File: src/rtl/if_fetch_unit.sv
// Instruction-fetch stage: owns the PC, runs a req/rdy handshake to instruction memory,
// and presents one instruction at a time to IF_ID, honouring stalls, redirects and HALT.
module if_fetch_unit #(
  parameter logic [31:0] RESET_PC  = 32'h0000_0000,
  parameter logic [31:0] HALT_INST = 32'h0000_0000
) (
  input  logic        CLK,
  input  logic        RST,
  input  logic        WEN,
  input  logic        Redirect_ex,
  input  logic [31:0] RedirectPC_ex,
  output logic        imem_req,
  output logic [31:0] imem_addr,
  input  logic        imem_rdy,
  input  logic [31:0] imem_rdata,
  output logic [31:0] PC_if,
  output logic [31:0] Inst_if,
  output logic        valid_if,
  output logic        halt_if
);

  typedef enum logic [1:0] {
    FETCH  = 2'd0,
    SQUASH = 2'd1,
    HOLD   = 2'd2,
    HALTED = 2'd3
  } state_t;

  state_t      state, state_nxt;
  logic [31:0] pc_r;
  logic [31:0] pend_r;
  logic [31:0] hold_pc;
  logic [31:0] hold_inst;
  logic        hold_valid;
  logic        hold_halt;

  // State updates on the falling edge so this stage lines up with the pipeline registers.
  // NOTE: sequential state uses non-blocking (<=) so every register samples pre-edge values.
  always_ff @(negedge CLK or negedge RST) begin
    if (!RST) state <= FETCH;
    else      state <= state_nxt;
  end

  // NOTE: every always_comb output gets a default first, so no path can infer a latch.
  always_comb begin
    state_nxt = state;
    case (state)
      FETCH: begin
        if (imem_rdy)         state_nxt = Redirect_ex ? FETCH : HOLD;
        else if (Redirect_ex) state_nxt = SQUASH;
      end
      SQUASH: begin
        if (imem_rdy) state_nxt = FETCH;
      end
      HOLD: begin
        if (Redirect_ex) state_nxt = FETCH;
        else if (!WEN)   state_nxt = hold_halt ? HALTED : FETCH;
      end
      HALTED: begin
        if (Redirect_ex) state_nxt = FETCH;
      end
      default: state_nxt = FETCH;
    endcase
  end

  always_ff @(negedge CLK or negedge RST) begin
    if (!RST) begin
      pc_r       <= RESET_PC;
      pend_r     <= 32'h0;
      hold_pc    <= 32'h0;
      hold_inst  <= 32'h0;
      hold_valid <= 1'b0;
      hold_halt  <= 1'b0;
    end else begin
      case (state)
        FETCH: begin
          if (imem_rdy && Redirect_ex) begin
            pc_r <= RedirectPC_ex;
          end else if (Redirect_ex) begin
            pend_r <= RedirectPC_ex;
          end else if (imem_rdy) begin
            hold_pc    <= pc_r;
            hold_inst  <= imem_rdata;
            hold_valid <= 1'b1;
            hold_halt  <= (imem_rdata == HALT_INST);
            pc_r       <= pc_r + 32'd4;
          end
        end
        SQUASH: begin
          // The outstanding word belongs to the wrong path; the newest redirect target wins.
          if (imem_rdy)         pc_r   <= Redirect_ex ? RedirectPC_ex : pend_r;
          else if (Redirect_ex) pend_r <= RedirectPC_ex;
        end
        HOLD: begin
          if (Redirect_ex) begin
            hold_valid <= 1'b0;
            pc_r       <= RedirectPC_ex;
          end else if (!WEN) begin
            hold_valid <= 1'b0;
          end
        end
        HALTED: begin
          if (Redirect_ex) pc_r <= RedirectPC_ex;
        end
        default: ;
      endcase
    end
  end

  always_comb begin
    imem_req  = (state == FETCH) || (state == SQUASH);
    imem_addr = pc_r;
    PC_if     = hold_pc;
    Inst_if   = hold_inst;
    // Redirect kills the presented word combinationally so IF_ID captures a bubble on that edge.
    valid_if  = hold_valid & ~Redirect_ex;
    halt_if   = hold_halt & valid_if;
  end

endmodule

File: config.mk
export PLATFORM = sky130hd
export DESIGN_NAME = if_fetch_unit
export DESIGN_NICKNAME = d
export VERILOG_FILES = /design/src/rtl/if_fetch_unit.sv
export SDC_FILE = /design/constraint.sdc
export NUM_CORES = 1
export LEC_CHECK = 0
export CELL_PAD_IN_SITES_DETAIL_PLACEMENT = 1
export CELL_PAD_IN_SITES_GLOBAL_PLACEMENT = 1
export CORE_MARGIN = 1.5
export CORE_UTILIZATION = 36
export DETAILED_ROUTE_END_ITERATION = 10
export PLACE_DENSITY_LB_ADDON = 0.1
export SETUP_SLACK_MARGIN = 0.1
export SYNTH_ARGS = -nofsm -noshare
export SYNTH_HDL_FRONTEND = slang
export SYNTH_SLANG_ARGS = --single-unit
File: constraint.sdc
create_clock -name CLK -period 2.5 [get_ports CLK]
set_input_delay 0.5 -clock CLK [delete_from_list [all_inputs] [get_ports CLK]]
set_output_delay 0.5 -clock CLK [all_outputs]
set_load 0.01 [all_outputs]
==> results.yml <==
route:
  drc: 0
  ant_nets: 0
  wl_per_cell_microns: 28.9
  drt_pass1_iterations: 6
  num_vias: 7729
  drt-initial-drc-count: 745
  met2_length_microns: 18300
  viasPerCell: 6.01
  wl_met3_microns: 2760
  top_layer: "met4"
  wl_met1_microns: 14100
  totalWireLength_microns: 37100
layout:
  drive_gt1_share_pct: 58.2
  area_delta_synth_final_pct: 89.4
  fillCellCount: 1754
  final_cell_mix: "buf_4 (152), dfrtn_1 (132), nand2_1 (92)"
  multi_input_area_sq_um: 4100
  final_common_cell: "buf_4"
  regArea_sq_um: 3300
  fin_nets: 1117
grt:
  grt_pass1_wl_microns: 44900
  grt_max_degree: 32
  antenna_found_initial: 1
  track_usage_pct: 32.9
  grt-ovfl-total: 0
  grt_pass1_vias: 7682
worst_setup_path:
  crit_family: "flip-flops"
  path_cells: "nor2b_4, and2_4, buf_6"
  cp-end-kind: "primary output"
  critPathMaxStageDelay_ns: 0.42
  crit_path_top_delay_cell: "dfrtn_1"
  cp-start-kind: "register"
  critPathArrivalTime_ns: 2.47
  critPathRequiredTime_ns: 2.00
  path_max_fanout: 2
  crit_type: "register to primary output"
  path_buf_inv: 1
synth:
  netlist_area_sq_um: 6260
  async_flop_share_pct: 100
  avgSynthCellArea_sq_um: 9.23
  syn_inst: 678
  synth_cell_types: 52
  synthFlopType: "dfrtn_1"
  synth_area_leaders: "dfrtn_1 (53%), nand2_1 (14%), mux2_2 (5.2%), o21ai_0 (2.8%), nor2_1 (2.0%)"
  yosysTopAreaCellShare_pct: 52.8
  synth_fp_nets: 749
  yosysTopAreaCell: "dfrtn_1"
  synth_edf_count: 0
  yosysWarningCount: 0
  yosysSeqAreaShare_pct: 52.8
  ys_ff_latch: 132
floorplan:
  io-pin-count: 168
  placementRows: 48
  die_w_microns: 135
  core-area_sq_um: 17100
  start_util_pct: 36.6
  die_h_microns: 135
  dieArea_sq_um: 18200
pwr:
  p_per_area_nw_per_um2: 866
  total_power_uw: 10300
  irDropWorstVdd_mv: 0.427
  p_leak_uw: 0.00590
placement:
  hpwlAfterDp_microns: 16900
  gp_congestion: 0.869
  io_buffer_count: 167
sta:
  fin_skew_ns: 0.00718
  relSlewSlack_pct: 60.3
  fin_ws_ns: -0.468
  rsz0062_at_grt: "true"
  worstMarginPinSlew_ns: 0.591
  final.setup.tns_ns: -43.71
  finalMaxSlewViolations: 0
  hold_viol: 0
  setup_violations: 228
cts:
  cts_tree: "built"
  clkTransAtPathRegs_ns: 0.05
  cts_max_level: 4
  ctsHoldBuffers: 0
  clk-insertion-delay-late_ns: 0.41
  cts_buffers: 17
  clock-root-buffer: "clkbuf_16"
  clock_path_buffers: 2
  clock-sinks: 132
status:
  status: "finished, violations left"
  violations: "setup timing"
hold_path:
  hold_path.class: "register to register"
flow_run:
  maxCapViolCount: 0
-- final cells by class --
type,count,share of cell area [%]
diodes,1,0.0211
inverters,9,0.412
multi-input cells,500,34.6
flip-flops and latches,132,27.9
clock inverters,13,1.24
repair buffers,386,29.7
clock buffers,19,3.82
well taps,225,2.38
-- layer usage --
| metal | GRT usage [%] | up-vias |
|---|---|---|
| met5 | 0 | - |
| met4 | 15.0 | 0 |
| li1 | - | 3137 |
| met1 | 40.6 | 3911 |
| met3 | 6.83 | 165 |
| met2 | 55.4 | 516 |
-- metrics by stage --
| step | area, sq um | hold WS [ns] | util [%] | instances | setup WS (ns) |
|---|---|---|---|---|---|
| final | 11900 | 0.440 | 69.2 | 1285 | -0.468 |
| after global routing | 11900 | 0.467 | 69.2 | 1285 | -0.490 |
| after CTS | 10800 | 0.420 | 63.0 | 1235 | -0.442 |
| after detailed placement | 9060 | 0.424 | 53.0 | 1133 | -1.12 |
| after global placement | 9060 | 0.417 | 53.0 | 1133 | -0.993 |
| after floorplan | 6630 | 0.413 | - | 678 | -0.324 |
-- report_power, final --
part	internal [uW]	switching [uW]	total, uW	leakage [uW]
registers	2750	464	3220	0.00161
logic	2070	2320	4390	0.00400
clock network	1540	1120	2660	0.000291
total	6360	3900	10300	0.00590
-- Yosys cell counts (6+ instances only) --
library cell / n
o21ai_0: 35
a221oi_1: 12
a222oi_1: 8
nand4_1: 10
nor2_1: 34
o22ai_1: 12
nor3_1: 10
nand2_1: 229
mux2_1: 6
buf_2: 9
clkbuf_1: 28
and2_1: 7
nand3_1: 7
a21oi_1: 21
inv_1: 9
mux2_2: 29
dfrtn_1: 132
nor4_1: 9
-- state kept, by name, summed over array words and instances, names as in the netlist --
name,flops
hold_valid,1
Inst_if,32
PC_if,32
hold_halt,1
state,2
imem_addr,32
pend_r,32
-- what timing repair did --
item,4_1_cts,5_1_grt
setup buffers,55,59
pin swaps,110,142
cloned,15,2
gates resized for setup,663,233
hold endpoints to repair,0,0
endpoints found under the setup margin,231,230
-- path summary, 6_finish.rpt --
path | startpoint | cells after the start | endpoint | slack [ns]
setup / recovery | hold_valid | 3 | halt_if | -0.47
hold / removal | Inst_if[31] | 2 | Inst_if[31] | 0.44
setup reg to reg | imem_addr[2] | 10 | imem_addr[26] | -0.30
hold reg to reg | Inst_if[31] | 2 | Inst_if[31] | 0.44
max in group asynchronous | RST | 2 | imem_addr[28] | 0.86
min in group asynchronous | RST | 1 | PC_if[10] | 1.10
-- worst min-delay path: stages, from the launching register on --
cell     delay (ns)
dfrtn_1        0.41
nand2_1        0.05
nand2_1        0.06
-- cells by family after synthesis --
kind of cell	share of synthesized area [%]
muxes	6.46
DFF	52.8
buffers and inverters	3.00
and+or+nand+nor	23.3
xor gates and xnor gates	0.420
AOI/OAI and AO/OA	13.6
adders and majority gates	0.400
No activity file was read; power rests on OpenSTA's default activity.
